## src/rtl/eq_band_scheduler.sv

```systemverilog
// Sequences the shared biquad MAC across NBANDS bands per audio sample and
// arbitrates the coefficient port between host writes and band computations.
module eq_band_scheduler #(
  parameter int largo   = 25,
  parameter int NBANDS  = 3,
  parameter int MAC_LAT = 2
) (
  input  logic                    clk,
  input  logic                    rst,
  input  logic                    sample_valid,
  input  logic signed [largo-1:0] data_i,
  output logic                    sample_ready,
  output logic signed [largo-1:0] x_o,
  output logic [1:0]              band_o,
  output logic [2:0]              step_o,
  output logic                    mac_clr,
  output logic                    mac_en,
  output logic                    wb_o,
  output logic                    sample_done,
  output logic                    overrun,
  input  logic                    ovr_clr,
  input  logic                    cfg_req,
  output logic                    cfg_gnt,
  input  logic                    cfg_done
);

  typedef enum logic [2:0] {S_IDLE, S_MAC, S_WAIT, S_WB, S_DONE, S_CFG} state_t;

  localparam logic [1:0] LAST_BAND = 2'(NBANDS - 1);
  localparam logic [2:0] LAST_STEP = 3'd4;
  // Only reachable when MAC_LAT > 0, so the wrapped value for 0 is never used.
  localparam logic [2:0] LAST_WAIT = 3'(MAC_LAT - 1);

  state_t     state, state_nxt;
  logic [2:0] wait_cnt;

  always_comb begin
    state_nxt    = state;
    sample_ready = 1'b0;
    mac_en       = 1'b0;
    mac_clr      = 1'b0;
    wb_o         = 1'b0;
    sample_done  = 1'b0;
    cfg_gnt      = 1'b0;
    case (state)
      S_IDLE: begin
        sample_ready = 1'b1;
        // A coincident sample wins; the level-held cfg_req is serviced later.
        if (sample_valid)  state_nxt = S_MAC;
        else if (cfg_req)  state_nxt = S_CFG;
      end
      S_MAC: begin
        mac_en  = 1'b1;
        mac_clr = (step_o == 3'd0);
        if (step_o == LAST_STEP) state_nxt = (MAC_LAT == 0) ? S_WB : S_WAIT;
      end
      S_WAIT: begin
        if (wait_cnt == LAST_WAIT) state_nxt = S_WB;
      end
      S_WB: begin
        wb_o      = 1'b1;
        state_nxt = (band_o == LAST_BAND) ? S_DONE : S_MAC;
      end
      S_DONE: begin
        sample_done = 1'b1;
        state_nxt   = S_IDLE;
      end
      S_CFG: begin
        cfg_gnt = 1'b1;
        if (cfg_done) state_nxt = S_IDLE;
      end
      default: state_nxt = S_IDLE;
    endcase
  end

  always_ff @(posedge clk) begin
    if (rst) begin
      state    <= S_IDLE;
      x_o      <= '0;
      band_o   <= '0;
      step_o   <= '0;
      wait_cnt <= '0;
      overrun  <= 1'b0;
    end else begin
      state <= state_nxt;
      if (sample_valid && state != S_IDLE) overrun <= 1'b1;
      else if (ovr_clr)                    overrun <= 1'b0;
      case (state)
        S_IDLE: begin
          if (sample_valid) begin
            x_o    <= data_i;
            band_o <= '0;
            step_o <= '0;
          end
        end
        S_MAC: begin
          if (step_o != LAST_STEP) step_o <= step_o + 3'd1;
          wait_cnt <= '0;
        end
        S_WAIT: wait_cnt <= wait_cnt + 3'd1;
        S_WB: begin
          if (band_o != LAST_BAND) begin
            band_o <= band_o + 2'd1;
            step_o <= '0;
          end
        end
        default: ;
      endcase
    end
  end

endmodule

```

## config.mk

```make
export PLATFORM = sky130hd
export DESIGN_NAME = eq_band_scheduler
export DESIGN_NICKNAME = d
export VERILOG_FILES = /design/src/rtl/eq_band_scheduler.sv
export SDC_FILE = /design/constraint.sdc
export NUM_CORES = 1
export LEC_CHECK = 0
export ABC_AREA = 1
export CORE_ASPECT_RATIO = 0.7
export CORE_MARGIN = 5
export CORE_UTILIZATION = 30
export CTS_BUF_LIST = sky130_fd_sc_hd__clkbuf_4
export DETAILED_ROUTE_END_ITERATION = 12
export DONT_BUFFER_PORTS = 1
export SLEW_MARGIN = 5
export SYNTH_ARGS = -nofsm -noshare
export SYNTH_HDL_FRONTEND = slang
export SYNTH_SLANG_ARGS = --single-unit
export TNS_END_PERCENT = 10
```

## constraint.sdc

```tcl
create_clock -name clk -period 3.93 [get_ports clk]
set_input_delay 0.9825 -clock clk [delete_from_list [all_inputs] [get_ports clk]]
set_output_delay 0.9825 -clock clk [all_outputs]
set_load 0.02 [all_outputs]
```

**Word-level counts from Yosys, hierarchy flattened**

Cells that the tools add are included.

- Bits in registers: 37
- Logic and storage cells: 61
- Output and inout bits: 37
- Bits of input ports: 31

- Equal/unequal tests: 17
- Muxes and demuxes: 23
- Add/subtract/negate cells: 3
- Reduce and logical (&&, ||, !) cells: 12

Operators by type and width:

| operator | count |
|---|---|
| 3-bit two-way mux | 9 |
| 3-bit one-hot mux with 5 select lines | 1 |
| 2-bit != test (second input constant) | 7 |
| 3-bit == test (second input constant) | 3 |
| 3-bit one-hot mux with 3 select lines | 1 |
| 1-bit two-way mux | 8 |
| 4-bit AND reduction | 2 |
| 3-bit by 1-bit adder with 3-bit output (second input constant) | 2 |
| 3-bit by 1-bit == test with 1-bit output (second input constant) | 2 |
| 3-bit by 2-bit == test with 1-bit output (second input constant) | 2 |
| 3-bit zero test | 2 |
| 3-bit != test (second input constant) | 2 |
| 3-bit one-hot mux with 2 select lines | 1 |
| 2-bit nonzero test | 3 |
| 3-bit nonzero test | 2 |
| 2-bit two-way mux | 2 |
| 2-bit one-hot mux with 2 select lines | 1 |
| 3-bit AND reduction | 1 |
| 2-bit by 1-bit adder with 2-bit output (second input constant) | 1 |
| 2-bit == test (second input constant) | 1 |
| 2-bit AND reduction | 1 |
| 1-bit logical AND | 1 |

**Longest topological paths before layout**

Gate-level depths: netlist of the first run.

- Depth after elaboration: 3
- Gate-level depth with buffers: 10
- Depth with buffers taken out: 10

**Worst setup path before layout of the first run**

Ideal clock, no wire load.

- Kind: reg-to-output
- Start point: register state[0]
- End point: output port mac_clr
- Required time: 2947 ps
- Arrival time: 1010 ps
- Path buffers: 1
- Cell stages (with the launch flop): 6
- Slack: 1938 ps
- Path through: dfxtp_1 > buf_4 > inv_1 > nor2_1 > nand2_1 > nor2_1

- Longest elaborated chain between the ends: 2

Ends and longest elaborated chain:

| what | line | source |
|---|---|---|
| start, declared | 34 | `state_t state, state_nxt;` |
| start signal, assigned | 85 | `state <= state_nxt;` |
| 3-bit by 1-bit == test with 1-bit output | 45 | `case (state)` |
| 1-bit two-way mux | 45 |  |
| end, declared | 16 | `output logic mac_clr,` |

No other way between the ends.

**Worst setup path in the final report of the first run**

Ends and elaborated chain as after synthesis.

==> results.yml, run 1 <==
worst_hold_path:
  hp-class: "register to register"
  hold_path_depth: 2
floorplan:
  start_util: 0.3161
  core-area_um2: 5368
  fp.dieH_um: 72.92
  row_count: 22
  dieArea_um2: 7284
  num_io_pins: 68
  die-width_um: 99.89
clocking:
  numCtsBuffers: 5
  worstSkewPairLatency_ns: 0.33
  cts_hold_buffers: 0
  cts_setup_buffers: 0
  cts_sinks: 37
  htreeDepth: 2
  clk_pin_slew_ns: 0.11
  cts_buffer_depth: 2
  cts-root-buf: "clkbuf_4"
  cts_resized: 0
  cts_tree: "done"
outcome:
  status: "finished, final reports clean"
power_and_ir_drop:
  power_switching_mw: 0.6284
  clkPwrFrac: 0.193
  switching_share: 0.4619
  power.internal_mw: 0.7321
  p_leak_nw: 0.7468
  peakVddDrop_mv: 0.1844
  power_frac_comb: 0.364
  p_per_area_nw_per_um2: 760.4
  pwr-share-seq: 0.443
routing:
  drc: 0
  wl_per_cell_um: 14.10
  ant_nets: 0
  drt-pass1-iter-count: 4
  wl_um: 4301
  vias: 1471
  routed_via_density: 4.823
  drt_iter0_markers: 139
synthesis:
  ys_warn_count: 0
  ys_seq_elements: 37
  synthCells: 237
  synth_area_per_cell_um2: 7.159
  synth.distinct_cells: 25
  syn-num-nets: 273
  synth_area_um2: 1697
  ys_seq_area_frac: 0.4366
global_routing:
  track_usage: 0.1196
  grt_overflow: 0
  antenna_found_initial: 0
  grt_pass1_vias: 1372
  grt_pass1_wl_um: 6789
  grt_max_degree: 32
timing:
  fin_crit_sh: 0.6572
  period_minus_slack_ns: 2.583
  max_freq_mhz: 387.2
  fin_setup_tns_ns: 0
  hold_viol: 0
  slew_violations: 0
  worstMarginPinSlew_ns: 0.6374
  grt_setup_unrepaired: "false"
  setup_viol: 0
  skew_ns: 0.003408
  slew-limit-headroom: 0.5718
final_layout:
  nNetsFinal: 268
  num_antenna_cells: 0
  regArea_um2: 740.7
  fillers: 576
  drive_gt1_frac: 0.06867
  post-route-util: 0.3333
  synthToLayoutAreaGrowth_pct: 5.457
  multi_input_area_um2: 787.0
place:
  hpwl_um: 3122
  place.gp.congestion: 0.8922
  port-buffer-count: 0
critical_path:
  endpoint_kind: "output pin"
  critPathSlowestCell: "dfxtp_1"
  r2r_cells: 7
  crit_fanout: 9
  critPathLaunchType: "register"
  path_cells: "inv_1 -> nor2_1 -> nand2_1 -> nor2_1"
  crit_path_frequent_cell: "nor2_1"
  arrival_ns: 1.60
  critPathKind: "register to output pin"
  required_ns: 2.95
  cp_slowest_stage_delay_ns: 0.56
flow_run:
  cap_violations: 0
==> area by class of cell <==
class,count,share of cell area
Clock buffer,6,0.02517
Clock inverter,2,0.01888
Inverter,24,0.05175
Multi-Input combinational cell,164,0.4399
Sequential cell,37,0.4140
Tap cell,72,0.05035
==> metrics by stage <==
step                      cells  setup slack, ns  power [mW]  cell area [um^2]  hold WS, ns
final                       305            1.347       1.361              1789       0.4897
after global routing        305            1.220       1.480              1789       0.5225
after CTS                   305            1.333       1.382              1789       0.4920
after detailed placement    297            1.724       1.112              1710       0.4756
after global placement      297            1.752       1.102              1710       0.4742
after floorplan             237            1.938       1.046              1697       0.4511
==> metal layers <==
metal / routed length, um / part of all wire / track usage
met4: 34 / 0.0079 / 0.04545
met2: 1957 / 0.46 / 0.1803
met3: 394 / 0.092 / 0.04011
met5: 0 / 0 / 0
met1: 1914 / 0.45 / 0.1584
==> path summary, 6_finish.rpt <==
path / slack (ns) / endpoint / start
worst max-delay path: 1.35 / mac_clr / state[0]$_SDFFE_PP0P_
worst min-delay path: 0.49 / wait_cnt[1]$_SDFFE_PP0P_ / wait_cnt[1]$_SDFFE_PP0P_
worst min register to register: 0.49 / wait_cnt[1]$_SDFFE_PP0P_ / wait_cnt[1]$_SDFFE_PP0P_
worst max register to register: 2.32 / state[2]$_SDFFE_PP0P_ / state[0]$_SDFFE_PP0P_
==> kinds of logic after synthesis <==
group | after synthesis | synth area share
compound gates | 35 | 0.1047
xor+xnor | 1 | 0.005163
fa+ha+maj | 5 | 0.03687
buf+inv | 36 | 0.09956
flops | 37 | 0.4366
simple gates | 123 | 0.3171
==> cell usage after synthesis <==
cell type / n / area share
xnor2_1: 1 / 0.0052
inv_2: 3 / 0.0066
nand2_2: 1 / 0.0037
ha_1: 5 / 0.037
nand2_4: 1 / 0.0066
buf_1: 3 / 0.0066
nor2_4: 1 / 0.0066
buf_4: 4 / 0.018
nand2_1: 58 / 0.13
clkbuf_1: 2 / 0.0044
a21oi_1: 33 / 0.097
inv_1: 20 / 0.044
o21bai_1: 1 / 0.0044
dfxtp_1: 37 / 0.44
inv_4: 1 / 0.0037
o21ai_0: 1 / 0.0029
nor3_1: 1 / 0.0029
buf_2: 1 / 0.0029
nand4_1: 1 / 0.0037
nor2_1: 20 / 0.044
or2_2: 1 / 0.0037
buf_6: 2 / 0.013
nor3b_1: 1 / 0.0044
nand3_1: 37 / 0.11
nor2_2: 1 / 0.0037
==> power by group through the flow <==
stage | combinational (mW) | sequential (mW) | clock [mW]
6_report | 0.495 | 0.602 | 0.263
3_3_place_gp | 0.492 | 0.611 | 0
4_1_cts | 0.499 | 0.604 | 0.279
2_1_floorplan | 0.472 | 0.574 | 0
3_5_place_dp | 0.499 | 0.613 | 0
5_1_grt | 0.570 | 0.614 | 0.296
==> state kept, by name, summed over array words and instances (netlist names) <==
register / flops
x_o: 25
state: 3
step_o: 3
wait_cnt: 3
band_o: 2
overrun: 1
==> critical path: cells and delay by family (launching register included) <==
family        cells  cell delay [ns]
buf+inv           1             0.14
flops             1             0.56
simple gates      3             0.57
==> cells in the final DEF, fill, tap and decap left out <==
master,instances
nand2_1,58
nand3_1,37
dfxtp_1,37
a21oi_1,33
inv_1,20
nor2_1,20
clkbuf_4,6
ha_1,5
inv_2,3
nor2_4,1
nand2_2,1
inv_4,1
nor2_2,1
nor3_1,1
nand2_4,1
or2_2,1
o21ai_0,1
nand4_1,1
nor3b_1,1
o21bai_1,1
xnor2_1,1
clkinv_1,1
bufinv_16,1
Note: power is estimated with default switching activity, not from simulation.
==> inputs of run 2 (changes only) <==
==> constraint.sdc (replaced) <==
create_clock -name clk -period 2.6 [get_ports clk]
set_input_delay 0.65 -clock clk [delete_from_list [all_inputs] [get_ports clk]]
set_output_delay 0.65 -clock clk [all_outputs]
set_load 0.02 [all_outputs]
==> run 2 against run 1 <==
Effect of this change: register-to-register slack worse by 1.3 ns; critical path depth is the same; cell count unchanged; wire length grew 1.1%; clock skew rose by 0.0020 ns; first-iteration DRC count is 45% lower; total power grew 44%; hold slack got worse by 0.11 ns; via count shrank 1.7%; critical path type unchanged; highest routed layer unchanged.
==> results.yml, run 2 (same netlist as run 1, synthesis figures left out) <==
power_and_ir_drop:
  p_per_area_nw_per_um2: 1108
  p_leak_nw: 0.7389
  peakVddDrop_mv: 0.3858
routing:
  drc: 0
  route.top_layer_used: "met4"
  vias: 1446
  dr_wl_met2_um: 1907
  drt-pass1-iter-count: 4
  routed_via_density: 4.741
  drt_iter0_markers: 76
  ant_nets: 0
  drt-met1-wl_um: 2120
  wl_um: 4350
  wl_per_cell_um: 14.26
  met3RoutedLength_um: 291
place:
  place_ws_ns: 0.7370
  placed_cells: 297
  place.gp.congestion: 0.8863
  hpwl_um: 3160
  port-buffer-count: 0
final_layout:
  post-route-util: 0.3289
  largest-register: "x_o"
  stdcell_count: 305
  nNetsFinal: 268
  synthToLayoutAreaGrowth_pct: 4.056
  drive_gt1_frac: 0.07296
  final_common_cell: "nand2_1"
  largest_reg_flops: 25
  num_antenna_cells: 0
  layout_common_cells: "nand2_1 (58), nand3_1 (37), dfxtp_1 (37)"
critical_path:
  critPathKind: "register to output pin"
  critPathLaunchType: "register"
  endpoint_kind: "output pin"
  arrival_ns: 1.58
  crit_fanout: 9
  required_ns: 1.95
clocking:
  htreeDepth: 2
  cts-root-buf: "clkbuf_4"
  cts_sinks: 37
  cts_resized: 0
  cts_buffer_depth: 2
  cts_tree: "done"
  cts_hold_buffers: 0
  numCtsBuffers: 5
  clk_pin_slew_ns: 0.11
  cts_setup_buffers: 0
  worstSkewPairLatency_ns: 0.32
global_routing:
  grt_overflow: 0
  grt_pass1_vias: 1363
  track_usage: 0.1154
  grt_max_degree: 32
  antenna_found_initial: 0
  grt_pass1_wl_um: 6637
floorplan:
  core-area_um2: 5368
  num_io_pins: 68
  start_util: 0.3161
  row_count: 22
  die-width_um: 99.89
  fp.dieH_um: 72.92
  dieArea_um2: 7284
timing:
  worstMarginPinSlew_ns: 0.6203
  hold_viol: 0
  period_minus_slack_ns: 2.231
  grt_setup_unrepaired: "false"
  slew-limit-headroom: 0.5833
  skew_ns: 0.005384
  fin_setup_tns_ns: 0
  fin_crit_sh: 0.8581
  fin_ws_ns: 0.3690
  slew_violations: 0
  setup_viol: 0
  max_freq_mhz: 448.2
  holdWs_ns: 0.3768
outcome:
  status: "finished, final reports clean"
flow_run:
  cap_violations: 0
worst_hold_path:
  hp-class: "input pin to register"
[run 2: cell types whose count changed in the layout (fill, tap and decap cells not counted), sizes merged]
cell | before | now
bufinv | 1 | 0
clkinv | 1 | 2
[run 2: cell type report]
class                   count  area, um^2
fillers                   581        3602
inverters                  24       92.59
clock inverters             2       10.01
clock buffers               6       45.04
flip-flops and latches     37       740.7
well taps                  72       90.09
multi-input cells         164       787.0
[run 2: layer usage]
metal / vias to the layer above / GRT usage
met1: 653 / 0.1551
li1: 752 / -
met2: 37 / 0.1744
met4: 0 / 0.04091
met5: - / 0
met3: 4 / 0.03629
[run 2: critical path: stages (launching register included)]
cell,delay (ns)
dfxtp_1,0.53
inv_1,0.14
nor2_1,0.14
nand2_1,0.11
nor2_1,0.33
[run 2: report_power, final]
part	internal [mW]	switching, mW
registers	0.682	0.228
clock network	0.114	0.182
logic	0.214	0.536
total	1.01	0.946
[run 2: final timing paths]
| path | from | endpoint | slack, ns | cells past startpoint |
|---|---|---|---|---|
| hold / removal | rst | x_o[10]$_SDFFE_PP0P_ | 0.38 | 1 |
| setup reg to reg | step_o[0]$_SDFFE_PP0P_ | step_o[1]$_SDFFE_PP0P_ | 0.98 | 10 |
| setup / recovery | state[0]$_SDFFE_PP0P_ | mac_clr | 0.37 | 4 |
| hold reg to reg | wait_cnt[0]$_SDFFE_PP0P_ | wait_cnt[0]$_SDFFE_PP0P_ | 0.50 | 1 |
[run 2: per-stage QoR]
step	instance area [um^2]	total power, mW
2_1_floorplan	1697	1.580
3_3_place_gp	1710	1.673
3_5_place_dp	1710	1.681
4_1_cts	1765	1.989
5_1_grt	1765	2.130
6_report	1765	1.955
==> inputs of run 3 (changes only) <==
--- a/config.mk
+++ b/config.mk
@@ -8,7 +8,7 @@
 export ABC_AREA = 1
 export CORE_ASPECT_RATIO = 0.7
 export CORE_MARGIN = 5
-export CORE_UTILIZATION = 30
+export CORE_UTILIZATION = 40
 export CTS_BUF_LIST = sky130_fd_sc_hd__clkbuf_4
 export DETAILED_ROUTE_END_ITERATION = 12
 export DONT_BUFFER_PORTS = 1
==> run 3 against run 2 <==
Effect of this change: maximum frequency is 0.59% higher; sequential share of layout area is 0.76 points higher; clock power is 5% lower; largest power group unchanged; cell area is 1.8% lower; die area is 22% lower; largest cell class unchanged.
==> results.yml, run 3 (same netlist as run 1, synthesis figures left out) <==
outcome:
  status: "finished, final reports clean"
final_layout:
  largest_reg_flops: 25
  multi_input_area_um2: 787.0
  drive_gt1_frac: 0.06466
  largest-register: "x_o"
  final_common_cell: "nand2_1"
  post-route-util: 0.4316
  layout_common_cells: "nand2_1 (58), nand3_1 (37), dfxtp_1 (37)"
  num_antenna_cells: 0
  synthToLayoutAreaGrowth_pct: 2.212
  regArea_um2: 740.7
  fillers: 427
  nNetsFinal: 268
  stdcell_count: 284
critical_path:
  path_cells: "inv_1 -> nor2_1 -> nand2_1 -> nor2_1"
  critPathKind: "register to output pin"
  regToRegSetupSlack_ns: 1.01
  crit_path_frequent_cell: "nor2_1"
  cp_slowest_stage_delay_ns: 0.54
  required_ns: 1.95
  reg2reg_from: "step_o[0]$_SDFFE_PP0P_"
  critPathLaunchType: "register"
  crit_fanout: 9
  r2r_cells: 10
  r2r-end: "step_o[1]$_SDFFE_PP0P_"
  endpoint_kind: "output pin"
  critPathSlowestCell: "dfxtp_1"
  arrival_ns: 1.57
place:
  port-buffer-count: 0
  place.gp.congestion: 0.7837
  hpwl_um: 2875
  placed_cells: 277
floorplan:
  core-area_um2: 4018
  die-width_um: 87.84
  start_util: 0.4223
  row_count: 19
  num_io_pins: 68
  fp.dieH_um: 64.49
  dieArea_um2: 5665
routing:
  ant_nets: 0
  wl_per_cell_um: 13.71
  wl_um: 3894
  routed_via_density: 5.000
  drt_iter0_markers: 94
  drc: 0
  drt-pass1-iter-count: 4
  vias: 1420
clocking:
  cts_tree: "done"
  cts_resized: 0
  cts_sinks: 37
  clk_pin_slew_ns: 0.10
  cts-root-buf: "clkbuf_4"
  cts_buffer_depth: 2
  cts_hold_buffers: 0
  cts_setup_buffers: 0
  worstSkewPairLatency_ns: 0.32
  htreeDepth: 2
  numCtsBuffers: 5
timing:
  fin_setup_tns_ns: 0
  setup_viol: 0
  worstMarginPinSlew_ns: 0.6563
  grt_setup_unrepaired: "false"
  slew-limit-headroom: 0.5591
  max_freq_mhz: 450.9
  fin_crit_sh: 0.8530
  hold_viol: 0
  period_minus_slack_ns: 2.218
  slew_violations: 0
  skew_ns: 0.004253
global_routing:
  grt_max_degree: 32
  grt_overflow: 0
  antenna_found_initial: 0
  grt_pass1_vias: 1202
  grt_pass1_wl_um: 6072
  track_usage: 0.1372
flow_run:
  cap_violations: 0
power_and_ir_drop:
  power_switching_mw: 0.9087
  power.internal_mw: 1.005
  p_per_area_nw_per_um2: 1104
  switching_share: 0.4748
  peakVddDrop_mv: 0.5096
  clkPwrFrac: 0.146
  p_leak_nw: 0.7326
  power_frac_comb: 0.379
  pwr-share-seq: 0.474
worst_hold_path:
  hold_path_depth: 1
  hold_end: "x_o[9]$_SDFFE_PP0P_"
  hp-start: "rst"
  hp-class: "input pin to register"
-- run 3: layout make-up --
class | count | area share
flip-flops and latches | 37 | 0.4271
clock buffers | 6 | 0.02597
well taps | 52 | 0.03752
multi-input cells | 164 | 0.4538
inverters | 24 | 0.05339
clock inverters | 1 | 0.002165
-- run 3: how the worst max path moves through the flow --
stage,endpoint,startpoint,slack (ns)
5_1_grt,mac_clr,state[0]$_SDFFE_PP0P_,0.24
2_1_floorplan,mac_clr,state[0]$_SDFFE_PP0P_,0.94
3_3_place_gp,mac_clr,state[0]$_SDFFE_PP0P_,0.74
6_report,mac_clr,state[0]$_SDFFE_PP0P_,0.38
4_1_cts,mac_clr,state[0]$_SDFFE_PP0P_,0.37
3_5_place_dp,mac_clr,state[0]$_SDFFE_PP0P_,0.74
-- run 3: power by group through the flow --
stage	logic [mW]	registers [mW]	clock network, mW
3_3_place_gp	0.733	0.922	0
4_1_cts	0.738	0.909	0.297
3_5_place_dp	0.738	0.922	0
5_1_grt	0.839	0.928	0.328
6_report	0.726	0.908	0.280
2_1_floorplan	0.713	0.867	0
-- run 3: through the flow --
step / power, mW / area (um^2) / worst slack [ns] / hold slack [ns]
after floorplan: 1.580 / 1697 / 0.9405 / 0.4511
after global placement: 1.655 / 1685 / 0.7370 / 0.4777
after detailed placement: 1.660 / 1685 / 0.7450 / 0.4743
after CTS: 1.945 / 1734 / 0.3655 / 0.3611
after global routing: 2.094 / 1734 / 0.2404 / 0.3487
final: 1.914 / 1734 / 0.3821 / 0.3843
-- run 3: worst max-delay path: cells and delay by family (launching register included) --
kind	cells	cell delay [ns]
flops	1	0.54
buf+inv	1	0.14
simple gates	3	0.57
-- run 3: layer usage --
| layer | GRT usage | vias up | wire length (um) |
|---|---|---|---|
| li1 | - | 750 | - |
| met1 | 0.1934 | 619 | 1803 |
| met2 | 0.1917 | 49 | 1661 |
| met3 | 0.05823 | 2 | 410 |
| met4 | 0.03448 | 0 | 19 |
| met5 | 0 | - | 0 |
